**config.mk**
```make
export PLATFORM = sky130hd
export DESIGN_NAME = logic_unit_pipe
export DESIGN_NICKNAME = d
export VERILOG_FILES = /design/src/rtl/lu_pkg.sv /design/src/rtl/lu_pipe_reg.sv /design/src/rtl/logic_unit_pipe.sv
export SDC_FILE = /design/constraint.sdc
export NUM_CORES = 1
export LEC_CHECK = 0
export ABC_AREA = 1
export CAP_MARGIN = 5
export CORE_MARGIN = 3
export CORE_UTILIZATION = 40
export CTS_BUF_LIST = sky130_fd_sc_hd__clkbuf_8
export DETAILED_ROUTE_END_ITERATION = 7
export PLACE_DENSITY = 0.66
export SYNTH_ARGS = -nofsm -noshare
export SYNTH_HDL_FRONTEND = slang
export SYNTH_SLANG_ARGS = --single-unit
```
**constraint.sdc**
```tcl
create_clock -name clk -period 4.5 [get_ports clk]
set_clock_uncertainty 0.2 [all_clocks]
set_input_delay 0.9 -clock clk [delete_from_list [all_inputs] [get_ports clk]]
set_output_delay 0.9 -clock clk [all_outputs]
set_load 0.1 [all_outputs]
```
**src/rtl/lu_pkg.sv**
```systemverilog
// Shared definitions for the bitwise logic unit: op-select width and the
// op encoding used by the decoder, control and the pipelined unit.
`timescale 1ns/1ps
package lu_pkg;

  localparam int OPW = 3;

  localparam logic [OPW-1:0] LU_AND  = 3'b000;
  localparam logic [OPW-1:0] LU_OR   = 3'b001;
  localparam logic [OPW-1:0] LU_XOR  = 3'b010;
  localparam logic [OPW-1:0] LU_NOR  = 3'b011;
  localparam logic [OPW-1:0] LU_NOT  = 3'b100;
  localparam logic [OPW-1:0] LU_ANDN = 3'b101;
  localparam logic [OPW-1:0] LU_PASS = 3'b110;
  localparam logic [OPW-1:0] LU_RSVD = 3'b111;

endpackage

```
**src/rtl/lu_pipe_reg.sv**
```systemverilog
// One pipeline slot: a valid bit plus a data word, both loaded on ld.
// The valid bit always clears on reset; the data word clears on reset only
// when RST_DATA is set (used where the data is visible at the unit outputs).
`timescale 1ns/1ps
module lu_pipe_reg #(
  parameter int WIDTH    = 32,
  parameter bit RST_DATA = 1'b0
) (
  input  logic             clk,
  input  logic             reset,
  input  logic             ld,
  input  logic             vld_in,
  input  logic [WIDTH-1:0] d,
  output logic             vld,
  output logic [WIDTH-1:0] q
);

  // Valid bit: cleared by reset, otherwise follows the upstream valid on load
  always_ff @(posedge clk) begin
    if (reset)   vld <= 1'b0;
    else if (ld) vld <= vld_in;
  end

  // Data word: loaded alongside the valid bit, stale contents allowed when invalid
  always_ff @(posedge clk) begin
    if (RST_DATA && reset) q <= '0;
    else if (ld)           q <= d;
  end

endmodule

```
**src/rtl/logic_unit_pipe.sv**
```systemverilog
// Two-stage pipelined bitwise logic unit with valid/ready on both sides.
// S1 captures op/A/B, the op mux sits between S1 and S2, S2 drives the outputs
// directly. Optional zero/parity flags are built when LU_FLAGS_EN is defined.
`timescale 1ns/1ps
module logic_unit_pipe
  import lu_pkg::*;
#(
  parameter int WIDTH = 32
) (
  input  logic             clk,
  input  logic             reset,
  input  logic             in_valid,
  output logic             in_ready,
  input  logic [OPW-1:0]   in_op,
  input  logic [WIDTH-1:0] in_a,
  input  logic [WIDTH-1:0] in_b,
  output logic             out_valid,
  input  logic             out_ready,
  output logic [WIDTH-1:0] out_res
`ifdef LU_FLAGS_EN
  ,
  output logic             out_zero,
  output logic             out_par
`endif
);

  localparam int S1W = OPW + 2 * WIDTH;
`ifdef LU_FLAGS_EN
  localparam int S2W = WIDTH + 2;
`else
  localparam int S2W = WIDTH;
`endif

  logic             vld_p1;
  logic             vld_p2;
  logic             ld_p2;
  logic             s2_adv;
  logic [S1W-1:0]   q_p1;
  logic [OPW-1:0]   op_p1;
  logic [WIDTH-1:0] a_p1;
  logic [WIDTH-1:0] b_p1;
  logic [WIDTH-1:0] res_p1;
  logic [S2W-1:0]   d_p2;
  logic [S2W-1:0]   q_p2;

  function automatic logic [WIDTH-1:0] lu_eval(input logic [OPW-1:0]   op,
                                               input logic [WIDTH-1:0] a,
                                               input logic [WIDTH-1:0] b);
    case (op)
      LU_AND:  return a & b;
      LU_OR:   return a | b;
      LU_XOR:  return a ^ b;
      LU_NOR:  return ~(a | b);
      LU_NOT:  return ~a;
      LU_ANDN: return a & ~b;
      LU_PASS: return a;
      default: return '0;
    endcase
  endfunction

  // S2 loads whenever it is empty or its result is being consumed; S1 can take
  // a new beat whenever it is empty or its beat moves on to S2 this edge.
  assign ld_p2    = ~vld_p2 | out_ready;
  assign s2_adv   = vld_p1 & ld_p2;
  assign in_ready = ~reset & (~vld_p1 | s2_adv);

  // ---- stage boundary: inputs -> S1 (op, A, B) ----
  lu_pipe_reg #(
    .WIDTH    (S1W),
    .RST_DATA (1'b0)
  ) u_s1 (
    .clk    (clk),
    .reset  (reset),
    .ld     (in_ready),
    .vld_in (in_valid),
    .d      ({in_op, in_a, in_b}),
    .vld    (vld_p1),
    .q      (q_p1)
  );

  assign {op_p1, a_p1, b_p1} = q_p1;

  // Op mux between S1 and S2
  always_comb begin
    res_p1 = lu_eval(op_p1, a_p1, b_p1);
  end

`ifdef LU_FLAGS_EN
  assign d_p2 = {~|res_p1, ^res_p1, res_p1};
`else
  assign d_p2 = res_p1;
`endif

  // ---- stage boundary: S1 -> S2 (result, flags) ----
  lu_pipe_reg #(
    .WIDTH    (S2W),
    .RST_DATA (1'b1)
  ) u_s2 (
    .clk    (clk),
    .reset  (reset),
    .ld     (ld_p2),
    .vld_in (vld_p1),
    .d      (d_p2),
    .vld    (vld_p2),
    .q      (q_p2)
  );

  assign out_valid = vld_p2;
  assign out_res   = q_p2[WIDTH-1:0];
`ifdef LU_FLAGS_EN
  assign out_zero  = q_p2[WIDTH+1];
  assign out_par   = q_p2[WIDTH];
`endif

endmodule

```
==> results.md <==
- Total CTS buffers: 9
- Seq pwr share: about half
- Starting Density: approximately two fifths
- GRT overflow: 0
- Power per standard cell area: 300 mW/mm^2
- Diodes inserted: 0
- CTS max path bufs: 2
- Max Cap Viol: 0
- FF+latch count, synth: 101
- I/O Pins: around 110
- Area after DPL: 0.00717 sq mm
- GRT Total Usage: 18.9%
- Worst path max stage delay: 0.42 ns
- Period utilization: 73.2%
- Core Area: roughly 0.015 sq mm
- Top cells by count, synth: nand2_1, nand3_1, inv_1, nand4_1, edfxtp_1
- CP top delay family: buffers and inverters
- Critical Path Sink Type: primary output
- Register area share after synthesis: 43.9%
- TNS Setup: 0 ns
- Initial DRC Count: 562
- F_max: 304 MHz
- Cts repair resizes: 0
- Full die area: 0.0168 sq mm
- Cell count after synthesis: approximately 790
- Area Growth Syn to Fin: 19.8%
- Vias/cell: 5.29
- Worst skew pair latency: 0.38 ns
- Layout Nets: 957
- Sw Ratio: 34.9%
- Comb pwr share: 27.0%
- Mean Syn Cell Area: 7.77 sq um
- H-tree depth: 3
- EDFF count, synth: 67
- End point of the critical path: in_ready
- Fraction of layout cells with a size suffix above 1: 4.77%
- GPL Wtd Cong: 0.833
- Buffers on Ports: between 100 and 150
- Cells on worst reg2reg path: 7
- FILL cells: 1432
- Synth area leaders: edfxtp_1, nand2_1, dfxtp_1, nand3_1, nand4_1
- Int Pwr: approximately 1400 uW
- Synth warn: 0
- CP arrival: 2.19 ns
- Post-DR wirelength/cell: 14.9 microns
- Hold_buf cts: 0
- DRC: 0
- Flop2flop setup slack: roughly 1.8 ns
- Final WS setup: approximately 1.2 ns
- Critical-path cell list: clkdlybuf4s50_1 > nor2_2 > buf_4 > nand2_1 > nand2_1 > inv_2 > buf_12
- First-pass DRT Iterations: 6
- Final setup viols: 0
- Area of the mapped netlist: between 0.006 and 0.007 sq mm
- Worst Max-Slew Pin Slew: 1.21 ns
- Post-synth cell types: 18
- Worst path buffer plus inverter count: 4
- Max VDD drop: ~0.14 mV
- Dpl hpwl: between 10000 and 15000 microns
- Outcome: finished clean
- Vias in the first global route: 5009
- Crit Path Class: in2out
- Crit path from: out_ready
- Die width: 130 microns
- Pin count of the biggest net entering global routing: just over 80
- Max Slew Vio Count: 0
- Pleak: about 0.0033 uW
- Slowest CP cell: clkdlybuf4s50_1
- Clock Sinks: a little over 100
- RR Endpoint: u_s2.q[1]$_SDFFE_PP0P_
- Footprint of the multi-input gates: 0.00271 sq mm
- Root Buffer: clkbuf_8
- Main synth FF type: edfxtp_1
- Top-area cell type share of the netlist area: 32.8%
- Worst EP required: 3.40 ns
- ANT nets after route: 0
- Crit path depth: 7
- Startpoint Class: input port
- Clock power frac: 23.2%
- RSZ-0062 raised after global routing: no
- Dpl ws: 1.21 ns
- Worst relative slew slack: 18.9%
- Die Span Y: 130 microns
- Post-synth ARST share: 0%
- Via count: between 5000 and 6000
- Synth area leader: edfxtp_1
- Most used cell, CP: nand2_1
- Worst-path clk slew: about 0.090 ns
- Row cnt: 44
- Register area: 0.00269 sq mm
- Hold Crit Class: reg2reg
- Initial antenna violation count: 0
- CP Max Fanout: 35
- R2r startpoint: u_s1.q[65]$_DFFE_PP_
- Final instance area: 0.00734 sq mm
- Psw: 768 uW
- Final Hold Vio Count: 0
- Post-CTS setup buffers: 0
- Mapped Nets: 892
- Fin crit period: 3.29 ns
- Routed wire length: 15500 microns
- CTS tree: done
- First-pass GRT wire length: between 20000 and 30000 microns
- Top-count cell post-synth: nand2_1
## layer usage
metal | GRT usage, % | part of all wire, % | vias to the layer above
li1 | - | - | 2794
met1 | 28.7 | 48 | 2529
met2 | 26.9 | 44 | 175
met3 | 3.19 | 6.5 | 19
met4 | 7.09 | 2.0 | 0
met5 | 0 | 0 | -
## final cells by class
cell class,count,area share [%]
multi-input combinational,521,37.0
sequential,101,36.7
timing repair buffer,117,15.6
inverter,104,5.34
tap,184,3.14
clock buffer,9,1.69
clock inverter,7,0.580
## worst min-delay path by stage
| stage | endpoint | slack, ns | depth (start not counted) | start |
|---|---|---|---|---|
| floorplan | u_s2.vld$_SDFFE_PP0P_ | 0.24 | 2 | u_s1.vld$_SDFFE_PP0P_ |
| global placement | u_s2.q[16]$_SDFFE_PP0P_ | 0.25 | 2 | u_s2.q[16]$_SDFFE_PP0P_ |
| detailed placement | u_s2.q[1]$_SDFFE_PP0P_ | 0.26 | 2 | u_s2.q[1]$_SDFFE_PP0P_ |
| CTS | u_s2.q[1]$_SDFFE_PP0P_ | 0.27 | 2 | u_s2.q[1]$_SDFFE_PP0P_ |
| global route | u_s2.q[0]$_SDFFE_PP0P_ | 0.28 | 2 | u_s2.q[0]$_SDFFE_PP0P_ |
| finish | u_s2.q[11]$_SDFFE_PP0P_ | 0.27 | 2 | u_s2.q[11]$_SDFFE_PP0P_ |
## stage by stage
stage,power [uW],hold WS [ns],std cells,util (%)
4_1_cts,2230,0.271,1043,49.7
5_1_grt,2320,0.285,1043,49.7
3_3_place_gp,1710,0.254,1027,48.6
6_report,2200,0.266,1043,49.7
3_5_place_dp,1710,0.256,1027,48.6
2_1_floorplan,1530,0.241,789,-
## worst register-to-register path, cell delays in order (launching register included)
cell	delay [ns]
edfxtp_1	0.72
inv_1	1.04
nand4_1	0.17
nand3_1	0.13
nand2_1	0.07
nand2_1	0.14
nand2_1	0.08
a21oi_1	0.14
## flip-flops by register name, indices dropped and copies added, names as in the netlist
| signal | cells |
|---|---|
| u_s1.vld | 1 |
| u_s2.vld | 1 |
| u_s2.q | 32 |
| u_s1.q | 67 |
## cell families after synthesis
logic type	share of synthesized area [%]
buffers and inverters	11.8
AO/OA/AOI/OAI	3.06
AND/OR/NAND/NOR	34.7
adder cells (fa/ha/maj)	6.53
flip-flops	43.9
## cells in the final DEF, fill, tap and decap left out
cell type	instances
nand2_1	194
nand3_1	129
clkdlybuf4s50_1	102
inv_1	101
nand4_1	96
edfxtp_1	67
nor2_1	34
dfxtp_1	34
ha_1	32
a21oi_1	27
buf_4	13
clkbuf_8	9
a21oi_2	6
nor2_2	2
inv_2	2
clkinv_2	2
clkinv_4	2
clkinv_1	2
nor2_4	1
clkinvlp_2	1
clkinvlp_4	1
buf_2	1
buf_12	1
## power by group through the flow
stage | Clock [uW] | Combinational [uW] | Sequential, uW
3_5_place_dp | 0 | 593 | 1120
4_1_cts | 537 | 595 | 1100
2_1_floorplan | 0 | 245 | 1280
3_3_place_gp | 0 | 588 | 1120
5_1_grt | 566 | 649 | 1100
6_report | 510 | 595 | 1100
No activity file was read; power rests on OpenSTA's default activity.
